### config.mk
export PLATFORM = sky130hd
export DESIGN_NAME = mem_access_unit
export DESIGN_NICKNAME = d
export VERILOG_FILES = /design/src/rtl/mem_access_unit.sv
export SDC_FILE = /design/constraint.sdc
export NUM_CORES = 1
export LEC_CHECK = 0
export ABC_AREA = 0
export CAP_MARGIN = 30
export CORE_ASPECT_RATIO = 0.7
export CORE_MARGIN = 2
export CORE_UTILIZATION = 35
export CTS_CLUSTER_SIZE = 24
export DETAILED_ROUTE_END_ITERATION = 16
export PLACE_DENSITY = 0.72
export SYNTH_ARGS = -nofsm -noshare
export SYNTH_HDL_FRONTEND = slang
export SYNTH_SLANG_ARGS = --single-unit
### constraint.sdc
create_clock -name CLK -period 1.6 [get_ports CLK]
set_input_delay 0.32 -clock CLK [delete_from_list [all_inputs] [get_ports CLK]]
set_output_delay 0.32 -clock CLK [all_outputs]
set_load 0.05 [all_outputs]
### src/rtl/mem_access_unit.sv
// rtl/mem_access_unit.sv - load/store sequencer between the core memory stage and byte-addressed data memory
//
// Accepts one load or store per request handshake. Drives the memory's
// address, size, write data and active-low write enable, waits for LATENCY
// extra cycles, and returns sign- or zero-extended load data on the response
// handshake. Misaligned accesses and size 2'b11 are answered with an error
// response and never reach memory.
//
// Ports
//   CLK, RST                 clock, synchronous active-high reset
//   req_valid / req_ready    request handshake (ready only while idle)
//   req_wen                  1 = store, 0 = load
//   req_size                 00 byte, 01 halfword, 10 word, 11 illegal
//   req_unsigned             loads: 1 = zero-extend, 0 = sign-extend
//   req_addr, req_wdata      byte address, right-aligned store data
//   req_rd                   destination tag echoed on the response
//   resp_valid / resp_ready  response handshake
//   resp_data, resp_err      extended load data (0 for stores/errors), error flag
//   resp_rd                  echoed tag
//   mem_addr, mem_size       memory Addr / Size, held for the whole access
//   mem_wdata                memory DataIn with unused lanes zeroed
//   mem_wen_n                memory WEN, low only in a store's commit cycle
//   mem_rdata                memory DataOut (byte replicated x4, halfword x2)

module mem_access_unit #(
    parameter int unsigned LATENCY = 1
) (
    input  logic        CLK,
    input  logic        RST,
    input  logic        req_valid,
    output logic        req_ready,
    input  logic        req_wen,
    input  logic [1:0]  req_size,
    input  logic        req_unsigned,
    input  logic [31:0] req_addr,
    input  logic [31:0] req_wdata,
    input  logic [4:0]  req_rd,
    output logic        resp_valid,
    input  logic        resp_ready,
    output logic [31:0] resp_data,
    output logic        resp_err,
    output logic [4:0]  resp_rd,
    output logic [31:0] mem_addr,
    output logic [1:0]  mem_size,
    output logic [31:0] mem_wdata,
    output logic        mem_wen_n,
    input  logic [31:0] mem_rdata
);

    localparam logic [3:0] LP_LATENCY = 4'(LATENCY);

    typedef enum logic [1:0] {
        ST_IDLE   = 2'd0,
        ST_ACCESS = 2'd1,
        ST_RESP   = 2'd2
    } state_t;

    state_t      r_state;
    state_t      w_state_nxt;

    logic [3:0]  r_cnt;
    logic        r_wen;
    logic        r_unsigned;
    logic [31:0] r_mem_addr;
    logic [1:0]  r_mem_size;
    logic [31:0] r_mem_wdata;
    logic [31:0] r_resp_data;
    logic        r_resp_err;
    logic [4:0]  r_resp_rd;

    logic        w_req_bad;
    logic        w_accept;
    logic        w_commit;
    logic [31:0] w_wdata_lanes;
    logic [31:0] w_load_data;

    // Alignment / size legality of the request currently presented.
    always_comb begin
        w_req_bad = 1'b0;
        case (req_size)
            2'b00:   w_req_bad = 1'b0;
            2'b01:   w_req_bad = req_addr[0];
            2'b10:   w_req_bad = (req_addr[1:0] != 2'b00);
            default: w_req_bad = 1'b1;
        endcase
    end

    // Store data with lanes beyond the access size forced to zero.
    always_comb begin
        w_wdata_lanes = req_wdata;
        case (req_size)
            2'b00:   w_wdata_lanes = {24'd0, req_wdata[7:0]};
            2'b01:   w_wdata_lanes = {16'd0, req_wdata[15:0]};
            default: w_wdata_lanes = req_wdata;
        endcase
    end

    // Memory replicates narrow reads across the bus, so the low lanes
    // always carry the addressed data and no byte-lane shifting is needed.
    always_comb begin
        w_load_data = mem_rdata;
        case (r_mem_size)
            2'b00:   w_load_data = {{24{mem_rdata[7]  & ~r_unsigned}}, mem_rdata[7:0]};
            2'b01:   w_load_data = {{16{mem_rdata[15] & ~r_unsigned}}, mem_rdata[15:0]};
            default: w_load_data = mem_rdata;
        endcase
    end

    // State register.
    always_ff @(posedge CLK) begin
        if (RST) begin
            r_state <= ST_IDLE;
        end else begin
            r_state <= w_state_nxt;
        end
    end

    // Next state and handshake / strobe outputs.
    always_comb begin
        w_state_nxt = r_state;
        req_ready   = 1'b0;
        resp_valid  = 1'b0;
        w_accept    = 1'b0;
        w_commit    = 1'b0;
        mem_wen_n   = 1'b1;
        case (r_state)
            ST_IDLE: begin
                req_ready = 1'b1;
                if (req_valid) begin
                    w_accept    = 1'b1;
                    w_state_nxt = w_req_bad ? ST_RESP : ST_ACCESS;
                end
            end
            ST_ACCESS: begin
                if (r_cnt == 4'd0) begin
                    w_commit    = 1'b1;
                    w_state_nxt = ST_RESP;
                end
            end
            ST_RESP: begin
                resp_valid = 1'b1;
                if (resp_ready) begin
                    w_state_nxt = ST_IDLE;
                end
            end
            default: w_state_nxt = ST_IDLE;
        endcase
        // Gated by RST so a store whose commit cycle is being reset never
        // reaches the falling-edge write in memory.
        mem_wen_n = ~(w_commit & r_wen & ~RST);
    end

    // Request capture, wait counter and response datapath.
    always_ff @(posedge CLK) begin
        if (RST) begin
            r_cnt       <= 4'd0;
            r_wen       <= 1'b0;
            r_unsigned  <= 1'b0;
            r_mem_addr  <= 32'd0;
            r_mem_size  <= 2'b00;
            r_mem_wdata <= 32'd0;
            r_resp_data <= 32'd0;
            r_resp_err  <= 1'b0;
            r_resp_rd   <= 5'd0;
        end else begin
            if (w_accept) begin
                r_resp_rd  <= req_rd;
                r_wen      <= req_wen;
                r_unsigned <= req_unsigned;
                if (w_req_bad) begin
                    // Rejected: memory pins keep their previous values.
                    r_resp_err  <= 1'b1;
                    r_resp_data <= 32'd0;
                end else begin
                    r_resp_err  <= 1'b0;
                    r_resp_data <= 32'd0;
                    r_mem_addr  <= req_addr;
                    r_mem_size  <= req_size;
                    r_mem_wdata <= w_wdata_lanes;
                    r_cnt       <= LP_LATENCY;
                end
            end else if (r_state == ST_ACCESS) begin
                if (w_commit) begin
                    r_resp_data <= r_wen ? 32'd0 : w_load_data;
                end else begin
                    r_cnt <= r_cnt - 4'd1;
                end
            end
        end
    end

    assign resp_data = r_resp_data;
    assign resp_err  = r_resp_err;
    assign resp_rd   = r_resp_rd;
    assign mem_addr  = r_mem_addr;
    assign mem_size  = r_mem_size;
    assign mem_wdata = r_mem_wdata;

endmodule

### Word-level counts from Yosys, hierarchy flattened

Index checks and enable logic that the tools add are counted.

| cells by class | value |
|---|---|
| reduce and logical (&&, ||, !) cells | 11 |
| $add $sub $neg | 1 |
| bitwise operators | 8 |
| equality and inequality tests | 10 |
| mux-type cells | 20 |

Operators by type and width:

| kind | number |
|---|---|
| case mux 32 bit (2 select lines) | 2 |
| two-way mux 32 bit | 1 |
| two-way mux 4 bit | 4 |
| inequality test 2 bit, second input constant | 5 |
| two-way mux 2 bit | 4 |
| two-way mux 1 bit | 7 |
| == test 2 x 1 -> 1 bit, second input constant | 3 |
| logical NOT 2 bit | 3 |
| case mux 2 bit (3 select lines) | 1 |
| AND reduction 3 bit | 2 |
| bitwise AND 1 bit | 4 |
| == test 2 bit, second input constant | 2 |
| logical NOT 4 bit | 1 |
| inverter 1 bit | 4 |
| AND reduction 2 bit | 2 |
| nonzero test 2 bit | 2 |
| subtractor 4 x 1 -> 4 bit, second input constant | 1 |
| case mux 1 bit (3 select lines) | 1 |
| OR reduction 2 bit | 1 |

| storage, ports and cells | value |
|---|---|
| logic and storage cells | 60 |
| output and inout port bits | 107 |
| register bits after elaboration | 112 |
| input port bits | 109 |

### Depth between registers and ports, before layout

| depth | value |
|---|---|
| word-level depth | 6 |
| depth in mapped cells | 7 |
| depth with buffers taken out | 5 |

### Worst setup path before layout

Ideal clock, no wire load.

| timing path | value |
|---|---|
| path type | register to output |
| start point | register r_cnt[0] |
| end point | output mem_wen_n |
| cell stages (with the launch flop) | 7 |
| slack | -0.400 ns |
| arrival time | 1.680 ns |
| path through | dfxtp_1 -> inv_1 -> ha_1 -> nor3b_1 -> buf_2 -> buf_2 -> nand4_1 |

| on the way | value |
|---|---|
| cells in the longest elaborated chain, start to end | 6 |

Ends and longest elaborated chain:

| item | line | source |
|---|---|---|
| start, declared | 61 | `logic [3:0] r_cnt;` |
| start signal, assigned | 186 | `r_cnt <= r_cnt - 4'd1;` |
| logical NOT 4 bit | 135 | `if (r_cnt == 4'd0) begin` |
| two-way mux 1 bit | 135 |  |
| two-way mux 1 bit | 126 | `case (r_state)` |
| bitwise AND 1 bit (2 in a row) | 150 | `mem_wen_n = ~(w_commit & r_wen & ~RST);` |
| inverter 1 bit | 150 |  |
| end, declared | 46 | `output logic mem_wen_n,` |

Every way passes these cells.

### Worst setup path after layout

| timing path | value |
|---|---|
| start point | register r_cnt[1] |
| end point | output mem_wen_n |

The elaborated chain is that of the path after synthesis.

==> results_dict.tcl <==
set metrics [dict create \
    run_status "finished with violations" \
    violations "negative setup slack" \
    cp.depth 5 \
    antenna_found_initial 3 \
    vias 4874 \
    cts_made_buffers 9 \
    cts_sinks 112 \
    powerDensity_nw_per_um2 895 \
    port_buffers 215 \
    synth.distinct_cells 38 \
    critPathCaptureType "output port" \
    critPathMaxFanout 2 \
    fin_setup_tns_ns -2.84 \
    grt_usage_pct 20.2 \
    hpwl_um 10900 \
    grt-ovfl-total 0 \
    crit_path_end "mem_wen_n" \
    max-cap-violations 0 \
    drtPass1Iterations 4 \
    viasPerCell 5.00 \
    slew_headroom_pct 74.0 \
    hold_class "in2reg" \
    worst_skew_pair.late_latency_ns 0.34 \
    hold_start "req_addr[1]" \
    cpMaxStageDelayCell "dfxtp_2" \
    h-tree-depth 3 \
    setup_viol 36 \
    cts_root_buf "clkbuf_16" \
    syn_area_um2 4840 \
    fmax_ghz 0.551 \
    finalWirelength_um 15800 \
    cp.required_ns 1.28 \
    boundaryPins 216 \
    place_worst_setup_slack_ns -0.466 \
    critPathLaunchType "register" \
    die_area_um2 14800 \
    fp.dieW_um 145 \
    seq_area_frac_synth_pct 46.3 \
    grt_pass1_vias 4677 \
    worst-path-buf-inv 2 \
    fillerInstances 1135 \
    drt_iter0_drc 157 \
    cts_buffer_depth 2 \
    syn_inst 546 \
    start_util_pct 36.3 \
    grt_first_pass_wirelength_um 23500 \
    crit_family "simple AND/OR/NAND/NOR gates" \
    max_stage_delay_ns 0.33 \
    antenna_left 0 \
    slew_viol_final 0 \
    ir_drop_mv 0.555 \
    fin_util_pct 60.7 \
    synth-seq-cells 112 \
    wire_per_inst_um 16.2 \
    arrival_ns 1.49 \
    fin_skew_ns 0.00678 \
    rsz0062_at_grt "true" \
    fin_ws_ns -0.213 \
    cts_tree "done" \
    r2r_start "r_cnt[1]$_SDFFE_PP0P_" \
    drc 0 \
    leakage_nw 3.18 \
    timing.final.crit_share_pct 113 \
    clk_transition_reported_paths_ns 0.07 \
    timing_hold_violations_final 0 \
    reg2reg_to "resp_data[30]$_SDFFE_PP0P_" \
    reg2reg_depth 8 \
    drive_gt1_share_pct 29.9 \
    gp_congestion 0.777 \
    nNetsFinal 893 \
    grt_max_degree 36 \
    syn_to_final_growth_pct 67.0 \
    std_cell_rows 35 \
    worst_pin_slew_ns 0.390 \
    path_class "reg2out" \
    core_um2 13300 \
    period_needed_ns 1.81 \
    r2r_slack_ns -0.18 \
    synth_area_per_cell_um2 8.86 \
    syn_nets 656 \
    cp_cell_sequence "inv_2 > ha_4 > nor3b_4 > nand4_1 > buf_12" \
    worstSetupStartpoint "r_cnt[1]$_SDFFE_PP0P_" \
    yosysWarningCount 0 \
    die_y_um 102 \
]
[cell families (layout without fill, tap and decap cells)]
group	Yosys count	count (layout)	share of synthesized area (%)
compound gates	95	95	13.2
fa+ha+maj	1	1	0.259
buf+inv	56	298	5.22
flops	112	112	46.3
mux	65	65	13.4
other cells	0	1	0
simple gates	217	217	21.5
[registers in the layout, indices dropped and copies added, names as in the netlist]
name / flops
r_wen: 1
mem_wdata: 32
resp_data: 32
resp_err: 1
resp_rd: 5
r_unsigned: 1
mem_addr: 32
r_state: 2
mem_size: 2
r_cnt: 4
[layout by cell type, fill, tap and decap left out, types with 4 or more instances in the layout]
master / synthesis / layout
nand4b_1: 9 / 9
nand2b_1: 18 / 18
nand3_1: 35 / 35
nand2_1: 130 / 130
nor2_1: 5 / 5
o21ai_0: 17 / 9
o31ai_1: 16 / 13
nand4_1: 4 / 4
buf_6: 0 / 12
a22o_1: 8 / 8
o2111ai_2: 0 / 15
clkbuf_16: 0 / 10
o21ai_2: 0 / 8
clkdlybuf4s50_1: 0 / 104
buf_12: 0 / 15
a21oi_1: 25 / 23
buf_4: 6 / 139
dfxtp_1: 112 / 109
mux2i_1: 65 / 65
[per-stage QoR]
step / power [W] / cells / hold slack (ns) / instance area (um2)
detailed placement: 0.00478 / 939 / 0.448 / 7270
global route: 0.00752 / 974 / 0.361 / 8080
finish: 0.00723 / 974 / 0.360 / 8080
floorplan: 0.00402 / 546 / 0.445 / 4870
CTS: 0.00724 / 970 / 0.459 / 7950
global placement: 0.00476 / 939 / 0.443 / 7270
[where the power goes]
group	switching (W)	internal, W
registers	0.0000736	0.00291
logic	0.00110	0.000894
clock network	0.00105	0.00120
total	0.00222	0.00501
[how the worst min path moves through the flow]
stage / slack, ns / end / cells after the start
after floorplan: 0.44 / r_unsigned$_SDFFE_PP0P_ / 2
after global placement: 0.44 / mem_addr[31]$_SDFFE_PP0P_ / 2
after detailed placement: 0.45 / mem_addr[1]$_SDFFE_PP0P_ / 2
after CTS: 0.46 / mem_addr[1]$_SDFFE_PP0P_ / 2
after global routing: 0.36 / mem_addr[1]$_SDFFE_PP0P_ / 3
final: 0.36 / mem_addr[1]$_SDFFE_PP0P_ / 3
[layout make-up]
| cell class | instances | area (um2) | share of cell area (%) |
|---|---|---|---|
| Tap cell | 185 | 231 | 2.87 |
| Multi-Input combinational cell | 378 | 2580 | 32.0 |
| Clock inverter | 4 | 35.0 | 0.434 |
| Timing Repair Buffer | 279 | 2700 | 33.4 |
| Inverter | 3 | 13.8 | 0.170 |
| Antenna cell | 1 | 2.50 | 0.0310 |
| Sequential cell | 112 | 2250 | 27.8 |
| Clock buffer | 12 | 267 | 3.30 |
[timing repair]
action / CTS / global route
hold buffers: 0 / 0
gates cloned: 5 / 1
pin swaps: 18 / 9
endpoints found under the hold margin: 0 / 0
buffers inserted: 11 / 2
endpoints found under the setup margin: 97 / 52
resized for setup: 55 / 16
[cell usage after synthesis, drive strengths merged]
cell     number  area share [%]
nand2       130              10
dfxtp       112              46
mux2i        65              13
nand3        35             3.6
clkbuf       29             2.2
a21oi        25             2.6
buf          24             2.7
nand2b       18             2.3
o21ai        18             1.9
o2111ai      16             2.9
o31ai        16             2.5
nand4b        9             1.6
a22o          8             1.4
nor2          5            0.39
nand4         4            0.52
nor3b         4            0.72
a211oi        3            0.47
inv           3            0.23
or4b          3            0.62
nor2b         2            0.26
o211ai        2            0.31
o31a          2            0.36
or3           2            0.26
or3b          2            0.36
a21o          1            0.16
a31oi         1            0.13
ha            1            0.26
nor3          1            0.10
nor4          1            0.44
o21a          1            0.16
o21ba         1            0.21
o41ai         1            0.18
or4           1            0.16
[metal layers]
metal	GRT usage, %	routed length (um)
met5	0	27
met4	3.96	115
met3	5.48	1080
met2	33.0	7180
met1	27.1	7350
[worst register-to-register path, cell delays in order, from the launching register on]
cell	delay [ns]
dfxtp_2	0.33
inv_2	0.07
ha_4	0.14
buf_4	0.11
or3b_4	0.45
buf_6	0.16
buf_6	0.13
o2111ai_4	0.19
o31ai_2	0.10
(Power assumes the default switching activity.)
